File: src/rtl/myciel3_pkg.sv
// Shared constants, graph table and state type for the myciel3 colouring solver.
package myciel3_pkg;

  localparam int NV      = 11;
  localparam int COLOR_W = 2;
  localparam int VIDX_W  = 4;

  // Bit u of entry v is set when u < v and (u,v) is an edge of myciel3.
  localparam logic [NV-1:0] LOWER_NBR [NV] = '{
    11'h000,  // v0
    11'h001,  // v1 : 0
    11'h002,  // v2 : 1
    11'h001,  // v3 : 0
    11'h00C,  // v4 : 2,3
    11'h00A,  // v5 : 1,3
    11'h005,  // v6 : 0,2
    11'h012,  // v7 : 1,4
    11'h011,  // v8 : 0,4
    11'h00C,  // v9 : 2,3
    11'h3E0   // v10: 5,6,7,8,9
  };

  typedef enum logic [1:0] {
    IDLE,
    TRY,
    BACKTRACK,
    FINISH
  } state_t;

  // Colour of vertex idx in a packed colour vector; out-of-range indices read as 0.
  function automatic logic [COLOR_W-1:0] color_of(input logic [NV*COLOR_W-1:0] cv,
                                                  input logic [VIDX_W-1:0]     idx);
    color_of = '0;
    for (int unsigned u = 0; u < NV; u++)
      if (idx == VIDX_W'(u)) color_of = cv[COLOR_W*u +: COLOR_W];
  endfunction

endpackage

File: src/rtl/myciel3_coloring_solver_if.sv
// Start/done handshake and result bus of the colouring solver.
interface myciel3_coloring_solver_if #(
  parameter int STEP_W = 16
);
  import myciel3_pkg::*;

  logic                    start;
  logic                    busy;
  logic                    done;
  logic                    found;
  logic [NV*COLOR_W-1:0]   coloring;
  logic [STEP_W-1:0]       steps;

  modport master (output start, input busy, done, found, coloring, steps);
  modport slave  (input start, output busy, done, found, coloring, steps);

endinterface

File: src/rtl/myciel3_conflict_check.sv
// Combinational test: does candidate colour cand clash with any committed lower neighbour of vertex?
module myciel3_conflict_check
  import myciel3_pkg::*;
(
  input  logic [VIDX_W-1:0]      vertex,
  input  logic [COLOR_W-1:0]     cand,
  input  logic [NV*COLOR_W-1:0]  colors,
  output logic                   conflict
);

  logic [NV-1:0] mask;

  // Look up the lower-neighbour mask, then compare cand against each selected colour.
  always_comb begin
    mask = '0;
    for (int unsigned v = 0; v < NV; v++)
      if (vertex == VIDX_W'(v)) mask = LOWER_NBR[v];
    conflict = 1'b0;
    for (int unsigned u = 0; u < NV; u++)
      if (mask[u] && (colors[COLOR_W*u +: COLOR_W] == cand)) conflict = 1'b1;
  end

endmodule

File: src/rtl/myciel3_coloring_solver.sv
// Backtracking search for the lexicographically first proper colouring of myciel3.
module myciel3_coloring_solver
  import myciel3_pkg::*;
#(
  parameter int NUM_COLORS = 4,
  parameter int STEP_W     = 16
) (
  input  logic                        clk,
  input  logic                        rst_n,
  myciel3_coloring_solver_if.slave    bus
);

  localparam logic [COLOR_W-1:0] C_MAX  = COLOR_W'(NUM_COLORS - 1);
  localparam logic [VIDX_W-1:0]  LAST_V = VIDX_W'(NV - 1);

  state_t                 state;
  logic [VIDX_W-1:0]      v;
  logic [COLOR_W-1:0]     c;
  logic [NV*COLOR_W-1:0]  col;
  logic [NV*COLOR_W-1:0]  col_commit;
  logic [COLOR_W-1:0]     prev_col;
  logic                   conflict;
  logic                   busy_q;
  logic                   done_q;
  logic                   found_q;
  logic [STEP_W-1:0]      steps_q;

  myciel3_conflict_check u_check (
    .vertex   (v),
    .cand     (c),
    .colors   (col),
    .conflict (conflict)
  );

  // Colour vector with c written into slot v, and the committed colour of v-1.
  always_comb begin
    col_commit = col;
    for (int unsigned u = 0; u < NV; u++)
      if (v == VIDX_W'(u)) col_commit[COLOR_W*u +: COLOR_W] = c;
    prev_col = color_of(col, v - VIDX_W'(1));
  end

  // Search FSM with registered handshake outputs.
  // Slots at or above v may hold stale colours; only lower neighbours are ever compared.
  always_ff @(posedge clk or negedge rst_n) begin
    if (!rst_n) begin
      state   <= IDLE;
      v       <= '0;
      c       <= '0;
      col     <= '0;
      busy_q  <= 1'b0;
      done_q  <= 1'b0;
      found_q <= 1'b0;
      steps_q <= '0;
    end else begin
      done_q <= 1'b0;
      case (state)
        IDLE: begin
          if (bus.start) begin
            col     <= '0;
            steps_q <= '0;
            found_q <= 1'b0;
            v       <= '0;
            c       <= '0;
            busy_q  <= 1'b1;
            state   <= TRY;
          end
        end
        TRY: begin
          if (steps_q != '1) steps_q <= steps_q + STEP_W'(1);
          if (!conflict) begin
            col <= col_commit;
            if (v == LAST_V) begin
              found_q <= 1'b1;
              done_q  <= 1'b1;
              busy_q  <= 1'b0;
              state   <= FINISH;
            end else begin
              v <= v + VIDX_W'(1);
              c <= '0;
            end
          end else if (c != C_MAX) begin
            c <= c + COLOR_W'(1);
          end else begin
            state <= BACKTRACK;
          end
        end
        BACKTRACK: begin
          if (v == '0) begin
            found_q <= 1'b0;
            done_q  <= 1'b1;
            busy_q  <= 1'b0;
            state   <= FINISH;
          end else begin
            v <= v - VIDX_W'(1);
            if (prev_col != C_MAX) begin
              c     <= prev_col + COLOR_W'(1);
              state <= TRY;
            end
          end
        end
        FINISH: begin
          state <= IDLE;
        end
        default: begin
          state <= IDLE;
        end
      endcase
    end
  end

  assign bus.busy     = busy_q;
  assign bus.done     = done_q;
  assign bus.found    = found_q;
  assign bus.coloring = col;
  assign bus.steps    = steps_q;

endmodule

File: src/flat_wrapper.sv
// flat-port wrapper written by rule: the top's interface ports become plain ports
module myciel3_coloring_solver_flat import myciel3_pkg::*;
#(
  parameter int NUM_COLORS = 4,
  parameter int STEP_W     = 16
)
  (clk, rst_n, bus_start, bus_busy, bus_done, bus_found, bus_coloring, bus_steps);
  myciel3_coloring_solver_if #(.STEP_W(STEP_W)) bus_i ();
  input  logic clk;
  input  logic rst_n;
  input wire logic [$bits(bus_i.start)-1:0] bus_start;
  output wire logic [$bits(bus_i.busy)-1:0] bus_busy;
  output wire logic [$bits(bus_i.done)-1:0] bus_done;
  output wire logic [$bits(bus_i.found)-1:0] bus_found;
  output wire logic [$bits(bus_i.coloring)-1:0] bus_coloring;
  output wire logic [$bits(bus_i.steps)-1:0] bus_steps;
  assign bus_i.start = bus_start;
  assign bus_busy = bus_i.busy;
  assign bus_done = bus_i.done;
  assign bus_found = bus_i.found;
  assign bus_coloring = bus_i.coloring;
  assign bus_steps = bus_i.steps;
  myciel3_coloring_solver #(.NUM_COLORS(NUM_COLORS), .STEP_W(STEP_W)) u_core (.clk(clk), .rst_n(rst_n), .bus(bus_i));
endmodule
File: config.mk
export PLATFORM = sky130hd
export DESIGN_NAME = myciel3_coloring_solver_flat
export DESIGN_NICKNAME = d
export VERILOG_FILES = /design/src/rtl/myciel3_pkg.sv /design/src/rtl/myciel3_coloring_solver_if.sv /design/src/rtl/myciel3_conflict_check.sv /design/src/rtl/myciel3_coloring_solver.sv /design/src/flat_wrapper.sv
export SDC_FILE = /design/constraint.sdc
export NUM_CORES = 1
export LEC_CHECK = 0
export ABC_AREA = 1
export CAP_MARGIN = 20
export CORE_ASPECT_RATIO = 0.5
export CORE_UTILIZATION = 40
export CTS_CLUSTER_SIZE = 14
export DETAILED_ROUTE_END_ITERATION = 7
export GPL_ROUTABILITY_DRIVEN = 1
export GPL_TIMING_DRIVEN = 0
export HOLD_SLACK_MARGIN = 0.05
export PLACE_DENSITY_LB_ADDON = 0.2
export SETUP_SLACK_MARGIN = 0.02
export SYNTH_ARGS = -nofsm -noshare
export SYNTH_HDL_FRONTEND = slang
export SYNTH_SLANG_ARGS = --single-unit
File: constraint.sdc
create_clock -name clk -period 3.4 [get_ports clk]
set_input_delay 0.68 -clock clk [delete_from_list [all_inputs] [get_ports clk]]
set_output_delay 0.68 -clock clk [all_outputs]
set_load 0.005 [all_outputs]
# After elaboration in Yosys (flattened, before gate mapping)
# Cells that the tools add are included.
[word_totals] in_bits=3 ff_bits=49
[op_classes] eq_ne=60 reduce_logical=32 addsub=5 mux=81
[ops] op="$mux W11" count=9
[ops] op="$mux W2" count=34
[ops] op="$reduce_and A4 Y1" count=12
[ops] op="$mux W22" count=2
[ops] op="$pmux W22 S2" count=1
[ops] op="$eq A4 B3 Y1 const B" count=8
[ops] op="$mux W16" count=2
[ops] op="$pmux W16 S2" count=1
[ops] op="$ne A2 B1 Y1 const B" count=14
[ops] op="$eq A4 B4 Y1 const B" count=6
[ops] op="$eq A2 B2 Y1" count=11
[ops] op="$mux W1" count=22
[ops] op="$add A16 B1 Y16 const B" count=1
[ops] op="$eq A4 B2 Y1 const B" count=4
[ops] op="$mux W4" count=4
[ops] op="$ne A16 B16 Y1 const B" count=1
[ops] op="$ne A2 B2 Y1 const B" count=6
[ops] op="$pmux W4 S3" count=1
[ops] op="$logic_and A1 B1 Y1" count=11
[ops] op="$reduce_and A5 Y1" count=2
[ops] op="$eq A4 B1 Y1 const B" count=2
[ops] op="$logic_not A4 Y1" count=2
[ops] op="$pmux W2 S4" count=1
[ops] op="$ne A3 B1 Y1 const B" count=2
[ops] op="other kinds (15)" count=19

# Logic depth before layout (Yosys ltp)
[depth] depth_word=25 mapped_depth=29 ltp_nobuf=29

# By module
# A second synthesis with hierarchy kept.
[unflattened] cells_unflattened=481 area_unflattened_um2=3355.7
[by_module_without_submodules] mod="myciel3_coloring_solver" cells_per_inst=380 seq_area_each_um2=1226.2 area_per_inst_um2=2887.8 n_inst=1
[by_module_without_submodules] mod="myciel3_conflict_check" cells_per_inst=101 seq_area_each_um2=0.0 area_per_inst_um2=467.9 n_inst=1

# Worst setup path before layout
# Ideal clock, no wire load.
[synth_timing] path_kind="register to register" start="reg u_core.v[0]" end="reg u_core.state[1]" period_less_slack_ns=2.660 setup_ns=0.123 path_slack_ns=0.740 n_path_buf=0 required_ns=3.277 arrival_time_ns=2.537 stages_incl_launch_ff=25 path_cell_list="dfrtp_1 -> inv_1 -> ha_1 -> nand2_1 -> nand2_1 -> inv_2 -> nor2_2 -> nand2_1 -> o21ai_1 -> inv_1 -> nand2_1 -> nand2_1 -> nand2_1 -> nand2_1 -> nand2_1 -> nand2_1 -> nand2_1 -> nand2_1 -> ha_1 -> nand2_1 -> inv_1 -> a21oi_1 -> o21ai_0 -> o21ai_0 -> nand2_1"
[synth_between] elab_chain_len=25 elab_cells_between_ends=74
[synth_rtl] item="start: declaration" line_no="myciel3_coloring_solver.sv:17" text="logic [VIDX_W-1:0] v;"
[synth_rtl] item="start signal: assignment" line_no="myciel3_coloring_solver.sv:79" text="v <= v + VIDX_W'(1);"
[synth_rtl] item="start signal: assignment" line_no="myciel3_coloring_solver.sv:95" text="v <= v - VIDX_W'(1);"
[synth_rtl] item="$eq A4 B1 Y1" line_no="myciel3_conflict_check.sv:17" text="if (vertex == VIDX_W'(v)) mask = LOWER_NBR[v];"
[synth_rtl] item="$mux W1" line_no="myciel3_conflict_check.sv:17"
[synth_rtl] item="$mux W11 (9 in a row)" line_no="myciel3_conflict_check.sv:17"
[synth_rtl] item="$logic_and A1 B1 Y1" line_no="myciel3_conflict_check.sv:20" text="if (mask[u] && (colors[COLOR_W*u +: COLOR_W] == cand)) conflict = 1'b1;"
[synth_rtl] item="$mux W1 (11 in a row)" line_no="myciel3_conflict_check.sv:20"
[synth_rtl] item="$ne A3 B1 Y1 (no source line), or another cell as far along"
[synth_rtl] item="$reduce_and A4 Y1 (no source line) or $pmux W2 S4 (tied branches)"
[synth_rtl] item="end signal: assignment" line_no="myciel3_coloring_solver.sv:47" text="state <= IDLE;"
[synth_rtl] item="end signal: assignment" line_no="myciel3_coloring_solver.sv:66" text="state <= TRY;"
[synth_rtl] item="end signal: assignment" line_no="myciel3_coloring_solver.sv:77" text="state <= FINISH;"
[synth_rtl] item="end: declaration" line_no="myciel3_coloring_solver.sv:16" text="state_t state;"
# Parallel ways exist; a longest one is shown, timed or not.
# A chain may end at the register's enable or synchronous reset.

# Worst setup path after layout
[layout_timing] start="reg u_core.v[1]" end="reg u_core.state[0]"
# The elaborated chain is that of the path after synthesis.

==> metrics <==
CTS tree built; Die Area between 8000 and 9000 sq um; CP Cell Sequence inv_1 -> ha_1 -> nand2_1 -> nand2_1 -> nor2_1 -> nand2_1 -> o211ai_1 -> o2111ai_1 -> a21oi_1 -> o21bai_1 -> nand2_1 -> nand2_1 -> ha_1 -> nand2_1 -> inv_1 -> a21oi_1 -> o21ai_0 -> o21ai_0 -> nand2_1; Die Height 66.8 microns; routability cong. 0.903; metal2 WL around 3.6 mm; DRC viols 0; vias in the first global route about 2800; commonest non-fill, non-tap cells in the layout 140 x nand2_1, 54 x inv_1, 54 x o21ai_0, 49 x dfrtp_1, 42 x clkdlybuf4s50_1; Root Buffer clkbuf_16; IO buf count 43; TritonRoute pass-1 iters 4; Leak 1.83 nW; VDD IR max 292 uV; R2R Setup Slk approximately 0.29 ns; asr flop ratio synth 100%; GRT Util Overall 20.3%; total wire length approximately 8.5 mm; crit path capture type register; critical path required time 3.58 ns; RSZ-0062 raised after global routing no; Clock Latency Late Sink 0.29 ns; worst r2r dst u_core.state[0]$_DFFE_PN0P_; Mapped Area around 3400 sq um; Post-synth EDFFs 0; Critical-path top delay cell dfrtp_1; # hold bufs at CTS 0; TritonCTS buffer count 5; skew final around 0.0046 ns; Clock transition at path regs 0.07 ns; part of the cycle the worst path needs 91.5%; crit path kind reg -> reg; post-route minimum period just over 3 ns; top_reg_cell synth dfrtp_1; endpoints failing hold 0; Top Family by Delay on Critical Path compound AO/OA/AOI/OAI gates; vias per inst 4.96; cell seen most often among critical-path stages nand2_1; FILL cells roughly 810; switching fraction of total power 49.8%; hold crit path type in -> async; Setup violations, final 0; power share of the clock group 14.6%; slew margin rel. 58.9%; number of core rows 23; Slowest Stage Delay on Critical Path 0.49 ns; synth unique cells 41; GRT overflow 0; antenna fix cells 0; Max Slew Vio Count 0; Reg power frac between 20% and 30%; core box area roughly 8000 sq um; Pwr Total between 0.003 and 0.004 W; Tightest Pin Transition slightly above 0.6 ns; synthesized area per cell approximately 7 sq um; share of post-route cells with drive strength above 1 7.91%; crit path DAT 3.29 ns; Metal-1 WL 4.42 mm; Routed wire per std cell 13.3 microns; crit path launch type register; routed wl met3 approximately 450 microns; Fin Setup TNS 0 ns; clock sink count 49; most common cell after layout, fill and taps aside nand2_1; dpl hpwl 6.53 mm; R2R Path Start u_core.v[1]$_DFFE_PN0P_; YS warnings 0; Iteration-0 DRC Markers 215; sequential share of the synthesized area 36.5%; remaining antenna violation count after routing 0; max cap viols 0; initial antenna violation count 0; Finished Core Util between 50% and 60%; outcome complete, no violations; P per Cell Area 841 nW/um^2; switching pwr 0.00171 W; Initial Util 41.7%; Ports between 40 and 50; Die W 132 microns; highest routed layer met4; Max clock buf depth 2; Area growth syn-to-layout 21.7%; Gate power share 60.7%; FF-to-FF path depth 19; crit-path max FO 8; largest net degree at the start of global routing 31; # H-tree levels 2; syn_nets roughly 500; Internal ~0.0017 W; via count 3192; Max Clk Rate 322 MHz; Synth Register Bits 49; global-route wire length before repair 13.7 mm; CP bufs+invs 2; Post-Synthesis Cells 479; fin nets 547
final cells by class:
class / instances / area (sq um) / share of cell area (%)
buffer: 10 / 58.8 / 1.44
clock buffer: 6 / 129 / 3.15
clock inverter: 2 / 15.0 / 0.367
inverter: 64 / 240 / 5.88
multi-input combinational: 356 / 1830 / 44.8
sequential: 49 / 1230 / 30.0
tap: 112 / 140 / 3.43
timing repair buffer: 44 / 445 / 10.9
registers in the layout (all words and copies together) (netlist names):
name,count
u_core.bus.busy,1
u_core.bus.coloring,22
u_core.bus.done,1
u_core.bus.found,1
u_core.bus.steps,16
u_core.c,2
u_core.state,2
u_core.v,4
worst max path at each step:
stage                                       to                     from  depth (start not counted)
2_1_floorplan      u_core.state[1]$_DFFE_PN0P_  u_core.v[0]$_DFFE_PN0P_                         24
3_3_place_gp   u_core.bus.steps[3]$_DFFE_PN0P_                    rst_n                          1
3_5_place_dp       u_core.state[0]$_DFFE_PN0P_  u_core.v[0]$_DFFE_PN0P_                         24
4_1_cts            u_core.state[0]$_DFFE_PN0P_  u_core.v[0]$_DFFE_PN0P_                         19
5_1_grt            u_core.state[0]$_DFFE_PN0P_  u_core.v[0]$_DFFE_PN0P_                         25
6_report           u_core.state[0]$_DFFE_PN0P_  u_core.v[1]$_DFFE_PN0P_                         19
synthesized netlist by cell type (4+ instances only):
master / count / area share [%]
clkbuf_1: 5 / 0.56
o21ai_0: 54 / 8.1
inv_1: 55 / 6.1
a21oi_1: 29 / 4.3
nor2_2: 4 / 0.75
nand4_1: 11 / 2.1
nand3_1: 24 / 3.6
inv_2: 8 / 0.89
nor2_1: 37 / 4.1
xnor2_1: 6 / 1.6
ha_1: 14 / 5.2
dfrtp_1: 49 / 37
o21ai_1: 5 / 0.75
nand2_1: 140 / 16
power by group through the flow:
stage	sequential (W)	clock (W)	combinational [W]
after CTS	0.000847	0.000515	0.00208
after detailed placement	0.000857	0	0.00207
after global placement	0.000857	0	0.00205
after global routing	0.000869	0.000534	0.00235
after floorplan	0.000838	0	0.00145
final	0.000847	0.000502	0.00209
routing by layer:
| layer | global-route usage [%] | up-vias |
|---|---|---|
| met5 | 0 | - |
| li1 | - | 1667 |
| met4 | 4.94 | 0 |
| met3 | 4.57 | 7 |
| met1 | 27.4 | 1441 |
| met2 | 33.3 | 77 |
metrics by stage:
stage	hold slack [ns]	instance area (sq um)	instances	worst slack (ns)
5_1_grt	0.365	4090	643	0.0246
2_1_floorplan	0.384	3360	479	0.740
4_1_cts	0.346	4090	643	0.272
6_report	0.332	4090	643	0.290
3_3_place_gp	0.505	3930	634	0.135
3_5_place_dp	0.513	3940	635	0.293
logic make-up after synthesis:
| family | Yosys count | synth area share, % |
|---|---|---|
| and+or+nand+nor | 235 | 30.9 |
| buffers and inverters | 74 | 8.91 |
| adders and majority gates | 14 | 5.22 |
| AOI/OAI and AO/OA | 100 | 16.7 |
| DFF | 49 | 36.5 |
| xor gates and xnor gates | 7 | 1.83 |
repair_timing:
item | CTS | global route
buffers inserted | 0 | 0
endpoints found under the hold margin | 0 | 0
gates resized for setup | 0 | 1
setup endpoints to repair | 0 | 4
Power figures use the tool's default switching activity.
